[config.mk]
export PLATFORM = sky130hd
export DESIGN_NAME = axi_stream_rr_arbiter_3_flat
export DESIGN_NICKNAME = d
export VERILOG_FILES = /design/src/rtl/axi_stream_rr_arbiter_3_if.sv /design/src/rtl/axi_stream_rr_arbiter_3.sv /design/src/flat_wrapper.sv
export SDC_FILE = /design/constraint.sdc
export NUM_CORES = 1
export LEC_CHECK = 0
export BUFFER_PORTS_ARGS = -buffer_cell sky130_fd_sc_hd__clkbuf_2
export CORE_ASPECT_RATIO = 1.1
export CORE_UTILIZATION = 36
export CTS_CLUSTER_SIZE = 24
export DETAILED_ROUTE_END_ITERATION = 7
export PLACE_DENSITY = 0.93
export SYNTH_ARGS = -nofsm -noshare
export SYNTH_HDL_FRONTEND = slang
export SYNTH_SLANG_ARGS = --single-unit
[constraint.sdc]
create_clock -name clock -period 2.1 [get_ports clock]
set_input_delay 0 -clock clock [delete_from_list [all_inputs] [get_ports clock]]
set_output_delay 0 -clock clock [all_outputs]
set_load 0.05 [all_outputs]
[src/rtl/axi_stream_rr_arbiter_3_if.sv]
// -----------------------------------------------------------------------------
// axi_stream -- AXI-Stream style handshake bundle used by the 3-way arbiter.
//
// Parameters
//   DATA_WIDTH : width of the data field
//   DEST_WIDTH : width of the dest routing field
//   USER_WIDTH : width of the user sideband field
//
// Signals
//   data / dest / user / tlast / valid : driven by the stream source
//   ready                              : driven by the stream sink
//
// Modports
//   master : stream source (drives payload and valid, samples ready)
//   slave  : stream sink   (samples payload and valid, drives ready)
// -----------------------------------------------------------------------------
interface axi_stream #(
  parameter int DATA_WIDTH = 16,
  parameter int DEST_WIDTH = 2,
  parameter int USER_WIDTH = 1
);
  logic [DATA_WIDTH-1:0] data;
  logic [DEST_WIDTH-1:0] dest;
  logic [USER_WIDTH-1:0] user;
  logic                  tlast;
  logic                  valid;
  logic                  ready;

  modport master (output data, output dest, output user, output tlast, output valid, input ready);
  modport slave  (input data, input dest, input user, input tlast, input valid, output ready);
endinterface

[src/rtl/axi_stream_rr_arbiter_3.sv]
// -----------------------------------------------------------------------------
// axi_stream_rr_arbiter_3 -- packet-locked round-robin arbiter, 3 streams -> 1.
//
// A requester wins the output in an IDLE cycle (round-robin search starting
// after the previous owner) and keeps it until its tlast beat is accepted.
// While locked, the output payload/valid follow the owner and the owner's
// ready follows the output ready; everybody else sees ready=0.
//
// Optional feature (compile-time macro AXIS_ARBITER_TIMEOUT_EN):
//   stall watchdog that revokes a grant after TIMEOUT_CYCLES consecutive
//   locked cycles without a handshake and pulses 'timeout' for one cycle.
//   Without the macro no counter exists and 'timeout' is constant 0.
//
// Ports
//   clock        : single rising-edge clock
//   reset        : asynchronous, active-high reset
//   stream_in_1  : requester 1 (grant index 0), axi_stream.slave
//   stream_in_2  : requester 2 (grant index 1), axi_stream.slave
//   stream_in_3  : requester 3 (grant index 2), axi_stream.slave
//   stream_out   : shared output stream, axi_stream.master
//   grant        : index of the owning requester, meaningful while busy=1
//   busy         : high while a packet owns the output
//   timeout      : one-cycle pulse when the watchdog revokes a grant
// -----------------------------------------------------------------------------
module axi_stream_rr_arbiter_3 #(
  parameter int DATA_WIDTH     = 16,
  parameter int TIMEOUT_CYCLES = 256
) (
  input  logic       clock,
  input  logic       reset,
  axi_stream.slave   stream_in_1,
  axi_stream.slave   stream_in_2,
  axi_stream.slave   stream_in_3,
  axi_stream.master  stream_out,
  output logic [1:0] grant,
  output logic       busy,
  output logic       timeout
);

  typedef enum logic {
    ST_IDLE   = 1'b0,
    ST_LOCKED = 1'b1
  } state_t;

  state_t                state_r;
  state_t                state_n_s;
  logic [1:0]            grant_r;
  logic [1:0]            grant_n_s;
  logic [1:0]            last_grant_r;
  logic [1:0]            last_grant_n_s;
  logic                  busy_r;
  logic                  timeout_r;
  logic                  timeout_n_s;
  logic [2:0]            req_s;
  logic                  sel_valid_s;
  logic                  sel_tlast_s;
  logic [DATA_WIDTH-1:0] sel_data_s;
  logic                  hs_s;
  logic                  stall_fire_s;

  // Round-robin search: first requesting index after 'last', wrapping mod 3.
  function automatic logic [1:0] rr_pick(input logic [2:0] req, input logic [1:0] last);
    logic [1:0] first;
    logic [1:0] second;
    logic [1:0] third;
    logic [1:0] pick;
    case (last)
      2'd0: begin first = 2'd1; second = 2'd2; third = 2'd0; end
      2'd1: begin first = 2'd2; second = 2'd0; third = 2'd1; end
      default: begin first = 2'd0; second = 2'd1; third = 2'd2; end
    endcase
    if (req[first]) begin
      pick = first;
    end else if (req[second]) begin
      pick = second;
    end else if (req[third]) begin
      pick = third;
    end else begin
      pick = 2'd0;
    end
    return pick;
  endfunction

  assign req_s = {stream_in_3.valid, stream_in_2.valid, stream_in_1.valid};

  // Output mux and ready steering; everything is quiet unless a grant is registered.
  always_comb begin
    stream_out.data  = '0;
    stream_out.dest  = '0;
    stream_out.user  = '0;
    stream_out.tlast = 1'b0;
    stream_out.valid = 1'b0;
    stream_in_1.ready = 1'b0;
    stream_in_2.ready = 1'b0;
    stream_in_3.ready = 1'b0;
    sel_data_s  = '0;
    sel_valid_s = 1'b0;
    sel_tlast_s = 1'b0;
    if (state_r == ST_LOCKED) begin
      case (grant_r)
        2'd0: begin
          sel_data_s        = stream_in_1.data;
          stream_out.dest   = stream_in_1.dest;
          stream_out.user   = stream_in_1.user;
          sel_tlast_s       = stream_in_1.tlast;
          sel_valid_s       = stream_in_1.valid;
          stream_in_1.ready = stream_out.ready;
        end
        2'd1: begin
          sel_data_s        = stream_in_2.data;
          stream_out.dest   = stream_in_2.dest;
          stream_out.user   = stream_in_2.user;
          sel_tlast_s       = stream_in_2.tlast;
          sel_valid_s       = stream_in_2.valid;
          stream_in_2.ready = stream_out.ready;
        end
        2'd2: begin
          sel_data_s        = stream_in_3.data;
          stream_out.dest   = stream_in_3.dest;
          stream_out.user   = stream_in_3.user;
          sel_tlast_s       = stream_in_3.tlast;
          sel_valid_s       = stream_in_3.valid;
          stream_in_3.ready = stream_out.ready;
        end
        default: begin
          // Index 3 is never registered; keep the output silent.
          sel_valid_s = 1'b0;
        end
      endcase
      stream_out.data  = sel_data_s;
      stream_out.tlast = sel_tlast_s;
      stream_out.valid = sel_valid_s;
    end else begin
      stream_out.valid = 1'b0;
    end
  end

  assign hs_s = sel_valid_s & stream_out.ready;

`ifdef AXIS_ARBITER_TIMEOUT_EN
  localparam int CNT_W = (TIMEOUT_CYCLES > 1) ? $clog2(TIMEOUT_CYCLES) : 1;
  logic [CNT_W-1:0] stall_cnt_r;

  // Fires on the locked cycle that would be the TIMEOUT_CYCLES-th consecutive stall.
  assign stall_fire_s = (state_r == ST_LOCKED) && !hs_s &&
                        (stall_cnt_r == CNT_W'(TIMEOUT_CYCLES - 1));

  // Stall counter: zero outside LOCKED (so entry starts clean), cleared by any handshake.
  always_ff @(posedge clock or posedge reset) begin
    if (reset) begin
      stall_cnt_r <= '0;
    end else if ((state_r != ST_LOCKED) || hs_s || stall_fire_s) begin
      stall_cnt_r <= '0;
    end else begin
      stall_cnt_r <= stall_cnt_r + CNT_W'(1);
    end
  end
`else
  assign stall_fire_s = 1'b0;
`endif

  // Next-state logic: arbitrate in IDLE, hold the grant until tlast handshake or watchdog.
  always_comb begin
    state_n_s      = state_r;
    grant_n_s      = grant_r;
    last_grant_n_s = last_grant_r;
    timeout_n_s    = 1'b0;
    case (state_r)
      ST_IDLE: begin
        if (|req_s) begin
          state_n_s = ST_LOCKED;
          grant_n_s = rr_pick(req_s, last_grant_r);
        end else begin
          state_n_s = ST_IDLE;
        end
      end
      ST_LOCKED: begin
        if (hs_s && sel_tlast_s) begin
          state_n_s      = ST_IDLE;
          last_grant_n_s = grant_r;
        end else if (stall_fire_s) begin
          state_n_s      = ST_IDLE;
          last_grant_n_s = grant_r;
          timeout_n_s    = 1'b1;
        end else begin
          state_n_s = ST_LOCKED;
        end
      end
      default: begin
        state_n_s = ST_IDLE;
      end
    endcase
  end

  // State and registered status; last_grant resets to 2 so requester 1 wins first.
  always_ff @(posedge clock or posedge reset) begin
    if (reset) begin
      state_r      <= ST_IDLE;
      grant_r      <= 2'd0;
      last_grant_r <= 2'd2;
      busy_r       <= 1'b0;
      timeout_r    <= 1'b0;
    end else begin
      state_r      <= state_n_s;
      grant_r      <= grant_n_s;
      last_grant_r <= last_grant_n_s;
      busy_r       <= (state_n_s == ST_LOCKED);
      timeout_r    <= timeout_n_s;
    end
  end

  assign grant   = grant_r;
  assign busy    = busy_r;
  assign timeout = timeout_r;

endmodule

[src/flat_wrapper.sv]
// flat-port wrapper written by rule: the top's interface ports become plain ports
module axi_stream_rr_arbiter_3_flat 
#(
  parameter int DATA_WIDTH     = 16,
  parameter int TIMEOUT_CYCLES = 256
)
  (clock, reset, grant, busy, timeout, stream_in_1_data, stream_in_1_dest, stream_in_1_user, stream_in_1_tlast, stream_in_1_valid, stream_in_1_ready, stream_in_2_data, stream_in_2_dest, stream_in_2_user, stream_in_2_tlast, stream_in_2_valid, stream_in_2_ready, stream_in_3_data, stream_in_3_dest, stream_in_3_user, stream_in_3_tlast, stream_in_3_valid, stream_in_3_ready, stream_out_data, stream_out_dest, stream_out_user, stream_out_tlast, stream_out_valid, stream_out_ready);
  axi_stream #(.DATA_WIDTH(DATA_WIDTH)) stream_in_1_i ();
  axi_stream #(.DATA_WIDTH(DATA_WIDTH)) stream_in_2_i ();
  axi_stream #(.DATA_WIDTH(DATA_WIDTH)) stream_in_3_i ();
  axi_stream #(.DATA_WIDTH(DATA_WIDTH)) stream_out_i ();
  input  logic clock;
  input  logic reset;
  output logic [1:0] grant;
  output logic busy;
  output logic timeout;
  input wire logic [$bits(stream_in_1_i.data)-1:0] stream_in_1_data;
  input wire logic [$bits(stream_in_1_i.dest)-1:0] stream_in_1_dest;
  input wire logic [$bits(stream_in_1_i.user)-1:0] stream_in_1_user;
  input wire logic [$bits(stream_in_1_i.tlast)-1:0] stream_in_1_tlast;
  input wire logic [$bits(stream_in_1_i.valid)-1:0] stream_in_1_valid;
  output wire logic [$bits(stream_in_1_i.ready)-1:0] stream_in_1_ready;
  input wire logic [$bits(stream_in_2_i.data)-1:0] stream_in_2_data;
  input wire logic [$bits(stream_in_2_i.dest)-1:0] stream_in_2_dest;
  input wire logic [$bits(stream_in_2_i.user)-1:0] stream_in_2_user;
  input wire logic [$bits(stream_in_2_i.tlast)-1:0] stream_in_2_tlast;
  input wire logic [$bits(stream_in_2_i.valid)-1:0] stream_in_2_valid;
  output wire logic [$bits(stream_in_2_i.ready)-1:0] stream_in_2_ready;
  input wire logic [$bits(stream_in_3_i.data)-1:0] stream_in_3_data;
  input wire logic [$bits(stream_in_3_i.dest)-1:0] stream_in_3_dest;
  input wire logic [$bits(stream_in_3_i.user)-1:0] stream_in_3_user;
  input wire logic [$bits(stream_in_3_i.tlast)-1:0] stream_in_3_tlast;
  input wire logic [$bits(stream_in_3_i.valid)-1:0] stream_in_3_valid;
  output wire logic [$bits(stream_in_3_i.ready)-1:0] stream_in_3_ready;
  output wire logic [$bits(stream_out_i.data)-1:0] stream_out_data;
  output wire logic [$bits(stream_out_i.dest)-1:0] stream_out_dest;
  output wire logic [$bits(stream_out_i.user)-1:0] stream_out_user;
  output wire logic [$bits(stream_out_i.tlast)-1:0] stream_out_tlast;
  output wire logic [$bits(stream_out_i.valid)-1:0] stream_out_valid;
  input wire logic [$bits(stream_out_i.ready)-1:0] stream_out_ready;
  assign stream_in_1_i.data = stream_in_1_data;
  assign stream_in_1_i.dest = stream_in_1_dest;
  assign stream_in_1_i.user = stream_in_1_user;
  assign stream_in_1_i.tlast = stream_in_1_tlast;
  assign stream_in_1_i.valid = stream_in_1_valid;
  assign stream_in_1_ready = stream_in_1_i.ready;
  assign stream_in_2_i.data = stream_in_2_data;
  assign stream_in_2_i.dest = stream_in_2_dest;
  assign stream_in_2_i.user = stream_in_2_user;
  assign stream_in_2_i.tlast = stream_in_2_tlast;
  assign stream_in_2_i.valid = stream_in_2_valid;
  assign stream_in_2_ready = stream_in_2_i.ready;
  assign stream_in_3_i.data = stream_in_3_data;
  assign stream_in_3_i.dest = stream_in_3_dest;
  assign stream_in_3_i.user = stream_in_3_user;
  assign stream_in_3_i.tlast = stream_in_3_tlast;
  assign stream_in_3_i.valid = stream_in_3_valid;
  assign stream_in_3_ready = stream_in_3_i.ready;
  assign stream_out_data = stream_out_i.data;
  assign stream_out_dest = stream_out_i.dest;
  assign stream_out_user = stream_out_i.user;
  assign stream_out_tlast = stream_out_i.tlast;
  assign stream_out_valid = stream_out_i.valid;
  assign stream_out_i.ready = stream_out_ready;
  axi_stream_rr_arbiter_3 #(.DATA_WIDTH(DATA_WIDTH), .TIMEOUT_CYCLES(TIMEOUT_CYCLES)) u_core (.clock(clock), .reset(reset), .stream_in_1(stream_in_1_i), .stream_in_2(stream_in_2_i), .stream_in_3(stream_in_3_i), .stream_out(stream_out_i), .grant(grant), .busy(busy), .timeout(timeout));
endmodule
==> results.json <==
{
  "ioPinCount": 94,
  "gp_congestion": 0.7458,
  "cts-htree-levels": 1,
  "path_clk_slew_ns": 0.04,
  "final_layout_size_suffix_gt1_share_pct": 49.31,
  "final_common_cell": "sky130_fd_sc_hd__clkbuf_2",
  "mostFrequentLayoutCells": "sky130_fd_sc_hd__clkbuf_2 (91), sky130_fd_sc_hd__nor2_1 (41), sky130_fd_sc_hd__mux2i_1 (21)",
  "die-area_mm2": 0.002464,
  "post_drt_wl_per_cell_um": 11.54,
  "post-route-worst-setup-slack_ns": 0.3295,
  "postRouteAntennaNets": 0,
  "initial_utilization_pct": 39.60,
  "post-layout-total-power_mw": 2.558,
  "netSwitchingPower_mw": 1.684,
  "final_core_util_pct": 65.98,
  "first_pass_iters": 4,
  "post_route_drc": 0,
  "period_needed_ns": 1.771,
  "timing.setup.critical_path_class": "reg -> out",
  "synth_simple_gate_area_share_pct": 28.79,
  "grt_max_degree": 21,
  "cts_tree": "done",
  "hpwl_um": 2332,
  "totalNegativeSetupSlack_ns": 0,
  "relSlewSlack_pct": 58.87,
  "max_freq_ghz": 0.5648,
  "design.final.nets": 284,
  "required_ns": 2.10,
  "fin_worst_skew_ns": 0.0001756,
  "power.clock.fraction_pct": 4.3,
  "report.final.hold_viol_count": 0,
  "muxShareOfSynthArea_pct": 28.48,
  "detailroute.via_count": 1173,
  "die_height_um": 51.97,
  "grt_antenna_before_repair": 0,
  "p_int_mw": 0.8734,
  "detailedRoute.firstIterationViolations": 33,
  "place_area_mm2": 0.001325,
  "synth_compound_area_share_pct": 17.46,
  "post-place-ws_ns": 0.5633,
  "class_of_the_tightest_hold_or_removal_check": "in -> reg",
  "ys_async_sr_fraction_pct": 100.0,
  "power_per_cell_area_mw_per_mm2": 1879,
  "finalCritPeriodShare_pct": 84.31,
  "finalInstanceArea_mm2": 0.001361,
  "global_route.usage.total_pct": 23.84,
  "synth_nets": 191,
  "vias_in_the_first_global_route": 1014,
  "cts.sinks": 5,
  "clock_insertion_delay_worst_skew_ns": 0.24,
  "cts.path.max_buffers": 2,
  "synthesis.area_um2": 817.0,
  "synth_top_flop_cell": "sky130_fd_sc_hd__dfrtp_1",
  "root_buffer": "sky130_fd_sc_hd__clkbuf_4",
  "synth_enable_flop_cells": 0,
  "antenna_cells_inserted": 0,
  "worst_pin_slew_ns": 0.6162,
  "outcome": "finished clean",
  "max_cap_viol_count": 0,
  "path_max_fanout": 14,
  "postRouteWirelength_um": 2828,
  "grt_first_pass_wirelength_um": 4222,
  "postSynthCellCount": 125,
  "comb_power_share_pct": 87.1,
  "placedCellCount": 240,
  "sequentialPowerShare_pct": 8.6,
  "combinational_family_with_the_most_area_after_synthesis": "simple AND/OR/NAND/NOR gates",
  "cts_setup_buffers": 0,
  "drt-vias-per-instance": 4.788,
  "io_buffers": 92,
  "yosys.area_share.xor_xnor_pct": 0,
  "synth_adder_area_share_pct": 0,
  "fp.coreArea_mm2": 0.002063,
  "worst-endpoint-arrival_ns": 1.77,
  "vdd_drop_max_mv": 1.080,
  "synthesis.area_per_instance_um2": 6.536,
  "max_slew_vio_count": 0,
  "cp-end-kind": "primary output",
  "cts_buffers": 3,
  "fin_cells": 245,
  "holdWs_ns": 0.1532,
  "synth.distinct_cells": 27,
  "die-width_um": 47.42,
  "finalSetupViolations": 0,
  "rows": 17,
  "ys_ff_latch": 5,
  "power.switching_fraction_pct": 65.85,
  "grt_setup_unrepaired": "false",
  "total_gr_overflow": 0,
  "area.growth.synth_to_final_pct": 66.62,
  "fillcell_total": 201,
  "synth-seq-area-share_pct": 15.47,
  "yosys_warnings": 0,
  "worst_setup_path_start_kind": "flop",
  "p_leak_nw": 0.8213
}
==> power by group through the flow <==
stage	clock network (mW)	logic [mW]	registers, mW
global placement	0	2.21	0.217
finish	0.110	2.23	0.221
CTS	0.116	2.23	0.220
global route	0.119	2.39	0.235
floorplan	0	1.72	0.257
detailed placement	0	2.23	0.220
==> repair_timing <==
item / in CTS / in global routing
hold buffers: 1 / 0
gates resized for setup: 0 / 0
hold endpoints to repair: 5 / 0
setup endpoints to repair: 0 / 0
==> flip-flops by register name, indices dropped and copies added (netlist names) <==
| name | flops |
|---|---|
| u_core.grant | 2 |
| u_core.state_r | 1 |
| u_core.last_grant_r | 2 |
==> cells in the mapped netlist, drive strengths merged, types with 2 or more instances <==
cell type / n / area, um^2
nor2: 41 / 153.9
mux2i: 21 / 210.2
a21oi: 20 / 100.1
buf: 10 / 57.55
dfrtp: 4 / 100.1
inv: 3 / 11.26
nand2: 3 / 11.26
and2: 2 / 12.51
clkbuf: 2 / 7.510
mux2: 2 / 22.52
nand3b: 2 / 15.01
nor3: 2 / 10.01
o21ai: 2 / 10.01
==> kinds of logic (layout without fill, tap and decap cells) <==
group | count (synthesis) | in the layout
muxes | 23 | 23
DFF | 5 | 5
other | 1 | 1
and+or+nand+nor | 55 | 55
buffers and inverters | 15 | 107
AOI/OAI and AO/OA | 26 | 26
==> critical path, stage by stage, from the launching register on <==
cell and delay (ns):
sky130_fd_sc_hd__dfrtp_1 0.48, sky130_fd_sc_hd__buf_4 0.23, sky130_fd_sc_hd__nor2b_1 0.15, sky130_fd_sc_hd__buf_4 0.21
sky130_fd_sc_hd__a21oi_1 0.08, sky130_fd_sc_hd__nor2_1 0.08, sky130_fd_sc_hd__clkbuf_2 0.30
==> final cells by class <==
type	instances	area, um^2	share of cell area (%)
tap	28	35.03	2.574
sequential	5	126.4	9.283
inverter	3	11.26	0.8272
clock buffer	4	26.28	1.930
timing repair buffer	100	538.0	39.52
multi-input combinational	105	624.3	45.86
==> layer usage <==
| metal | vias to the layer above | routed length [um] | part of all wire [%] | GRT usage, % |
|---|---|---|---|---|
| met5 | - | 0 | 0 | 0 |
| met4 | 0 | 19 | 0.67 | 10.00 |
| met3 | 2 | 213 | 7.5 | 2.778 |
| met2 | 68 | 1515 | 54 | 43.84 |
| met1 | 496 | 1079 | 38 | 26.05 |
| li1 | 607 | - | - | - |
==> path summary, 6_finish.rpt <==
path                                   startpoint                endpoint  slack, ns  depth (start not counted)
max reg2reg                       u_core.grant[0]  u_core.last_grant_r[0]       0.56                          5
max                               u_core.grant[1]     stream_out_data[12]       0.33                          6
min                             stream_in_1_valid          u_core.state_r       0.15                          3
max in group asynchronous                   reset  u_core.last_grant_r[1]       1.66                          3
min in group asynchronous                   reset          u_core.state_r       0.20                          3
min reg2reg                u_core.last_grant_r[0]  u_core.last_grant_r[0]       0.51                          1
No activity file was read; power rests on OpenSTA's default activity.
